`src/rtl/lfsr_pkg.sv`:
```
// Shared definitions for the LFSR consumer: widths, FSM states and the generator's init pattern.
package lfsr_pkg;

  localparam int LFSR_WIDTH = 16;

  // Power-on pattern of the generator; bench models use it to reason about warm-up.
  localparam logic [LFSR_WIDTH-1:0] LFSR_INIT = 16'hACE1;

  typedef enum logic [1:0] {
    WARMUP  = 2'd0,
    COLLECT = 2'd1,
    PRESENT = 2'd2,
    FAILED  = 2'd3
  } reader_state_t;

  function automatic int max_int(input int a, input int b);
    return (a > b) ? a : b;
  endfunction

endpackage

```
`src/rtl/lfsr_word_reader_if.sv`:
```
// Word delivery bus of the LFSR reader.
// Handshake: a word transfers on every rising edge where out_valid && out_ready; while
// out_valid is high and no transfer happens, out_data holds stable (a source failure may drop it).
interface lfsr_word_reader_if #(
  parameter int WORD_WIDTH = 32
);

  logic [WORD_WIDTH-1:0] out_data;
  logic                  out_valid;
  logic                  out_ready;

  modport master (
    output out_data,
    output out_valid,
    input  out_ready
  );

  modport slave (
    input  out_data,
    input  out_valid,
    output out_ready
  );

endinterface

```
`src/rtl/lfsr_word_reader_repetition_count_monitor.sv`:
```
// Repetition-count health test: flags the source as stuck once STUCK_LIMIT identical bits in a row are seen.
module repetition_count_monitor #(
  parameter int STUCK_LIMIT = 64
) (
  input  logic clk,
  input  logic rst,
  input  logic bit_in,
  output logic stuck
);

  localparam int RUN_W = $clog2(STUCK_LIMIT + 1);

  logic [RUN_W-1:0] run;
  logic [RUN_W-1:0] run_next;
  logic             last_bit;
  logic             stuck_q;

  // run == 0 only before the first sample, so that sample always starts a run of one.
  always_comb begin
    run_next = RUN_W'(1);
    if (run != '0 && bit_in == last_bit) begin
      run_next = (run == RUN_W'(STUCK_LIMIT)) ? run : run + RUN_W'(1);
    end
  end

  // Combinational on the edge the limit is reached so the FSM reacts on that same edge.
  assign stuck = stuck_q | (run_next == RUN_W'(STUCK_LIMIT));

  always_ff @(posedge clk or posedge rst) begin
    if (rst) begin
      run      <= '0;
      last_bit <= 1'b0;
      stuck_q  <= 1'b0;
    end else begin
      run      <= run_next;
      last_bit <= bit_in;
      stuck_q  <= stuck;
    end
  end

endmodule

```
`src/rtl/lfsr_word_reader.sv`:
```
// Samples the whitening LFSR only after a full refresh, packs chunks into words and delivers them
// over valid/ready; a repetition-count health test locks the output off when the source is stuck.
module lfsr_word_reader
  import lfsr_pkg::*;
#(
  parameter int WORD_WIDTH     = 32,
  parameter int REFRESH_CYCLES = 16,
  parameter int WARMUP_CYCLES  = 16,
  parameter int STUCK_LIMIT    = 64
) (
  input  logic                  clk,
  input  logic                  rst,
  input  logic [LFSR_WIDTH-1:0] lfsr_in,
  input  logic                  random_bit,
  output logic                  health_fail,
  output reader_state_t         dbg_state,
  lfsr_word_reader_if.master    bus
);

  localparam int CHUNKS  = WORD_WIDTH / LFSR_WIDTH;
  localparam int CNT_W   = $clog2(max_int(REFRESH_CYCLES, WARMUP_CYCLES) + 1);
  localparam int CHUNK_W = $clog2(CHUNKS + 1);

  reader_state_t         state;
  logic [CNT_W-1:0]      warm_cnt;
  logic [CNT_W-1:0]      refresh_cnt;
  logic [CHUNK_W-1:0]    chunk_cnt;
  logic [WORD_WIDTH-1:0] data_q;
  logic                  valid_q;
  logic                  fail_q;
  logic                  stuck;
  logic [WORD_WIDTH-1:0] capture_word;

  repetition_count_monitor #(
    .STUCK_LIMIT(STUCK_LIMIT)
  ) u_rct (
    .clk   (clk),
    .rst   (rst),
    .bit_in(random_bit),
    .stuck (stuck)
  );

  // Oldest chunk drifts toward the MSBs as newer chunks are shifted in.
  assign capture_word = (data_q << LFSR_WIDTH) | WORD_WIDTH'(lfsr_in);

  always_ff @(posedge clk or posedge rst) begin
    if (rst) begin
      state       <= WARMUP;
      warm_cnt    <= '0;
      refresh_cnt <= '0;
      chunk_cnt   <= '0;
      data_q      <= '0;
      valid_q     <= 1'b0;
      fail_q      <= 1'b0;
    end else if (stuck) begin
      // Failure overrides everything, including an in-flight handshake or final capture.
      state   <= FAILED;
      fail_q  <= 1'b1;
      valid_q <= 1'b0;
      data_q  <= '0;
    end else begin
      case (state)
        WARMUP: begin
          warm_cnt <= warm_cnt + CNT_W'(1);
          if (warm_cnt == CNT_W'(WARMUP_CYCLES - 1)) begin
            state       <= COLLECT;
            refresh_cnt <= '0;
            chunk_cnt   <= '0;
          end
        end
        COLLECT: begin
          if (refresh_cnt == CNT_W'(REFRESH_CYCLES - 1)) begin
            refresh_cnt <= '0;
            chunk_cnt   <= chunk_cnt + CHUNK_W'(1);
            data_q      <= capture_word;
            if (chunk_cnt == CHUNK_W'(CHUNKS - 1)) begin
              valid_q <= 1'b1;
              state   <= PRESENT;
            end
          end else begin
            refresh_cnt <= refresh_cnt + CNT_W'(1);
          end
        end
        PRESENT: begin
          if (bus.out_ready) begin
            valid_q     <= 1'b0;
            state       <= COLLECT;
            refresh_cnt <= '0;
            chunk_cnt   <= '0;
          end
        end
        FAILED: begin
          valid_q <= 1'b0;
          fail_q  <= 1'b1;
        end
        default: state <= FAILED;
      endcase
    end
  end

  assign bus.out_data  = data_q;
  assign bus.out_valid = valid_q;
  assign health_fail   = fail_q;
  assign dbg_state     = state;

endmodule

```
`src/flat_wrapper.sv`:
```
// flat-port wrapper written by rule: the top's interface ports become plain ports
module lfsr_word_reader_flat import lfsr_pkg::*;
#(
  parameter int WORD_WIDTH     = 32,
  parameter int REFRESH_CYCLES = 16,
  parameter int WARMUP_CYCLES  = 16,
  parameter int STUCK_LIMIT    = 64
)
  (clk, rst, lfsr_in, random_bit, health_fail, dbg_state, bus_out_data, bus_out_valid, bus_out_ready);
  lfsr_word_reader_if #(.WORD_WIDTH(WORD_WIDTH)) bus_i ();
  input  logic clk;
  input  logic rst;
  input  logic [LFSR_WIDTH-1:0] lfsr_in;
  input  logic random_bit;
  output logic health_fail;
  output reader_state_t dbg_state;
  output wire logic [$bits(bus_i.out_data)-1:0] bus_out_data;
  output wire logic [$bits(bus_i.out_valid)-1:0] bus_out_valid;
  input wire logic [$bits(bus_i.out_ready)-1:0] bus_out_ready;
  assign bus_out_data = bus_i.out_data;
  assign bus_out_valid = bus_i.out_valid;
  assign bus_i.out_ready = bus_out_ready;
  lfsr_word_reader #(.WORD_WIDTH(WORD_WIDTH), .REFRESH_CYCLES(REFRESH_CYCLES), .WARMUP_CYCLES(WARMUP_CYCLES), .STUCK_LIMIT(STUCK_LIMIT)) u_core (.clk(clk), .rst(rst), .lfsr_in(lfsr_in), .random_bit(random_bit), .health_fail(health_fail), .dbg_state(dbg_state), .bus(bus_i));
endmodule
```
`config.mk`:
```
export PLATFORM = sky130hd
export DESIGN_NAME = lfsr_word_reader_flat
export DESIGN_NICKNAME = d
export VERILOG_FILES = /design/src/rtl/lfsr_pkg.sv /design/src/rtl/lfsr_word_reader_if.sv /design/src/rtl/lfsr_word_reader_repetition_count_monitor.sv /design/src/rtl/lfsr_word_reader.sv /design/src/flat_wrapper.sv
export SDC_FILE = /design/constraint.sdc
export NUM_CORES = 1
export LEC_CHECK = 0
export BUFFER_PORTS_ARGS = -buffer_cell sky130_fd_sc_hd__buf_2
export CAP_MARGIN = 20
export CORE_AREA = 4 4 79 81
export CTS_BUF_LIST = sky130_fd_sc_hd__clkbuf_4 sky130_fd_sc_hd__clkbuf_8 sky130_fd_sc_hd__clkbuf_16
export DETAILED_ROUTE_END_ITERATION = 10
export DIE_AREA = 0 0 83 85
export HOLD_SLACK_MARGIN = 0.05
export MAX_ROUTING_LAYER = met4
export PLACE_DENSITY = 0.77
export SYNTH_ARGS = -nofsm -noshare
export SYNTH_HDL_FRONTEND = slang
export SYNTH_SLANG_ARGS = --single-unit
```
`constraint.sdc`:
```
create_clock -name clk -period 2.6 [get_ports clk]
set_clock_uncertainty 0.1 [all_clocks]
set_input_delay 0.26 -clock clk [delete_from_list [all_inputs] [get_ports clk]]
set_output_delay 0.26 -clock clk [all_outputs]
set_load 0.02 [all_outputs]
```
==> flow_summary_export.csv <==
group,metric,value,unit
critical_path,ff2ff_setup_slack,70,ps
timing,min_period_over_period,97.5,%
min_path,hp-start,"lfsr_in[10]",
critical_path,cp_max_fo,6,
synth,synthCells,277,
critical_path,slowest_delay,500,ps
synth,synth_top_family_by_area,"simple AND/OR/NAND/NOR gates",
clocking,h-tree-depth,3,
synth,synthArstFlopShare,100,%
timing,hold_viol_final,0,
detailed_routing,firstDrtPassIters,4,
pwr,p_leak,1.65,nW
layout,final_cells,433,
critical_path,critPathSlowestCell,"or4b_4",
synth,netlist-cell-type-count,38,
synth,synth_mux_area_share,1.88,%
pwr,peakVddDrop,0.000636,V
place,gp_congestion,0.820,
detailed_routing,drc,0,
min_path,hold_depth,3,
die,coreArea,5470,µm²
layout,syn_to_final_growth,29.2,%
synth,yosys_most_used_dff,"dfrtp_1",
die,initial_utilization,48.7,%
clocking,numCtsBuffers,9,
synth,yosysSeqAreaShare,53.5,%
synth,synth-compound-area-share,13.6,%
timing,rsz0062_at_grt,"true",
layout,diodes,0,
detailed_routing,via_count,2236,
die,row_count,27,
timing,finalSetupTns,0,ps
outcome,status,"complete, no violations",
synth,synth_edf_count,0,
critical_path,cp.arrival,2660,ps
pwr,power,4.30,mW
clocking,clockBufferDepth,2,
timing,holdWs,67.6,ps
detailed_routing,detail_route.iter0.violations,192,
place,place_hpwl,4.05,mm
detailed_routing,drt_wl_total,6.09,mm
critical_path,crit_chain,"inv_1 -> ha_1 -> or4b_4 -> nor4b_4 -> a311oi_2 -> a311oi_4 -> or2_2 -> mux2_4",
global_routing,grt.overflow.total,0,
critical_path,rr_endpoint,"u_core.warm_cnt[1]$_DFFE_PP0P_",
min_path,holdPathEnd,"u_core.bus.out_data[10]$_DFFE_PP0P_",
synth,ys_seq_elements,57,
timing,relSlewSlack,52.6,%
layout,nets,386,
global_routing,first_global_vias,2221,
clocking,root_buffer,"clkbuf_8",
critical_path,r2r_cells,8,
synth,yosys.area_share.adder,4.70,%
global_routing,grt_pass1_wl,10.4,mm
min_path,hold_path_class,"input port to register",
global_routing,grt_max_degree,36,
global_routing,antenna_found_initial,0,
detailed_routing,vias_per_cell,5.16,
die,ioPinCount,56,
die,die_w,83,µm
timing,clock.fmax,395,MHz
die,die-area,7060,µm²
synth,syn_avg_cell_area,9.62,µm²
timing,setup_viol,0,
place,dpl.cell_count,401,
place,io_buffers,55,
critical_path,cp-start-kind,"register",
critical_path,path_class,"register to register",
synth,synthesis.area,2660,µm²
detailed_routing,wl_per_cell,14.1,µm
clocking,clock_latency,340,ps
synth,yosys_warnings,0,
critical_path,r2r_start,"u_core.u_rct.run[0]$_DFF_PP0_",
layout,layout-drive-gt1-share,25.8,%
global_routing,grtUsageTotal,18.9,%
flow_run,drv_cap,0,
timing,drv_slew,0,
timing,tightestPinTransition,710,ps
synth,synth_xor_area_share,2.96,%
clocking,clk_pin_slew,60,ps
timing,min_period,2530,ps
synth,synth_nets,307,
clocking,cts_tree,"built",
clocking,cts_setup_buffers,0,
pwr,power.density,1250,nW/µm²
clocking,clock-sinks,57,
synth,synthSimpleGateAreaFrac,19.4,%
critical_path,end_kind,"register",
critical_path,crit_required,2730,ps
die,die_h,85,µm
detailed_routing,drt.antenna.violating_nets,0,
per-layer routing:
| layer | vias up | GRT usage (%) | share of wire (%) |
|---|---|---|---|
| met4 | 0 | 10.4 | 2.8 |
| li1 | 1081 | - | - |
| met1 | 1068 | 22.9 | 42 |
| met3 | 19 | 5.34 | 6.1 |
| met5 | - | - | 0 |
| met2 | 68 | 28.6 | 49 |
repair_timing:
item | CTS | global route
cloned | 0 | 0
setup endpoints to repair | 2 | 29
hold buffers | 16 | 0
endpoints found under the hold margin | 48 | 0
pin swaps | 1 | 0
gates resized for setup | 1 | 2
cells in the mapped netlist (all sizes together) (2+ instances only):
master	count	area, µm²
and3	3	18.8
or2	4	25.0
nor2	11	43.8
o21ai	13	65.1
a311oi	3	32.5
o21a	2	15.0
xnor2	4	35.0
buf	5	30.0
and2	3	18.8
mux2i	2	20.0
inv	12	45.0
nand2	70	263
ha	10	125
dfrtp	57	1430
nand2b	3	18.8
a21oi	33	165
nor2b	2	12.5
clkbuf	8	30.0
nand3	5	25.0
a21boi	2	15.0
mux2	2	30.0
nand3b	2	15.0
xor2	5	43.8
o31ai	6	45.0
power breakdown:
| group | total [mW] | internal [mW] | switching [mW] |
|---|---|---|---|
| clock network | 0.905 | 0.545 | 0.360 |
| registers | 1.56 | 1.28 | 0.286 |
| logic | 1.84 | 0.747 | 1.09 |
critical path: cells and delay by family, from the launching register on:
family / cells / cell delay, ps
flip-flops: 1 / 370
multiplexers: 1 / 300
AO/OA/AOI/OAI: 2 / 430
AND/OR/NAND/NOR: 3 / 1020
buffers and inverters: 1 / 70
adder cells (fa/ha/maj): 1 / 140
final cells by class:
type | instances | area, µm²
repair buffers | 81 | 510
inverters | 12 | 45.0
clock buffers | 10 | 131
clock inverters | 6 | 82.6
multi-input cells | 195 | 1160
fillers | 440 | 2030
well taps | 72 | 90.1
flip-flops and latches | 57 | 1430
layout by cell type, fill, tap and decap left out, types with 3 or more instances in the layout:
master	n
and2_1	3
o31ai_1	6
xnor2_1	4
a21oi_1	33
dlygate4sd3_1	16
xor2_1	5
clkbuf_8	9
o21ai_0	13
ha_1	10
buf_2	55
nor2_1	10
inv_1	11
buf_4	10
dfrtp_1	57
nand2_1	70
clkinv_2	3
and3_1	3
nand2b_1	3
or2_2	3
nand3_1	5
how the worst max path moves through the flow:
stage,start,to,slack (ps),depth (start not counted)
global route,u_core.u_rct.run[1]$_DFF_PP0_,u_core.warm_cnt[1]$_DFFE_PP0P_,-40,8
CTS,u_core.u_rct.run[0]$_DFF_PP0_,u_core.warm_cnt[1]$_DFFE_PP0P_,50,8
finish,u_core.u_rct.run[0]$_DFF_PP0_,u_core.warm_cnt[1]$_DFFE_PP0P_,70,8
detailed placement,u_core.u_rct.run[0]$_DFF_PP0_,u_core.warm_cnt[1]$_DFFE_PP0P_,-30,8
global placement,u_core.u_rct.run[0]$_DFF_PP0_,u_core.warm_cnt[1]$_DFFE_PP0P_,70,8
floorplan,u_core.u_rct.run[0]$_DFF_PP0_,u_core.refresh_cnt[0]$_DFFE_PP0P_,130,9
kinds of logic after synthesis:
logic type	after synthesis
and+or+nand+nor	110
AOI/OAI and AO/OA	62
DFF	57
buffers and inverters	25
adders and majority gates	10
xor gates and xnor gates	9
muxes	4
through the flow:
stage          setup WS (ps)  cell area [µm²]  utilization, %
2_1_floorplan            128             2660               -
3_3_place_gp            68.2             3060            55.8
3_5_place_dp           -31.9             3060            55.8
4_1_cts                 53.0             3440            62.8
5_1_grt                -36.4             3440            62.9
6_report                65.2             3440            62.9
registers in the layout, summed over array words and instances (netlist names):
register               flops
u_core.dbg_state           2
u_core.u_rct.stuck_q       1
u_core.bus.out_data       32
u_core.health_fail         1
u_core.u_rct.last_bit      1
u_core.chunk_cnt           2
u_core.bus.out_valid       1
u_core.refresh_cnt         5
u_core.warm_cnt            5
u_core.u_rct.run           7
(Power assumes the default switching activity.)
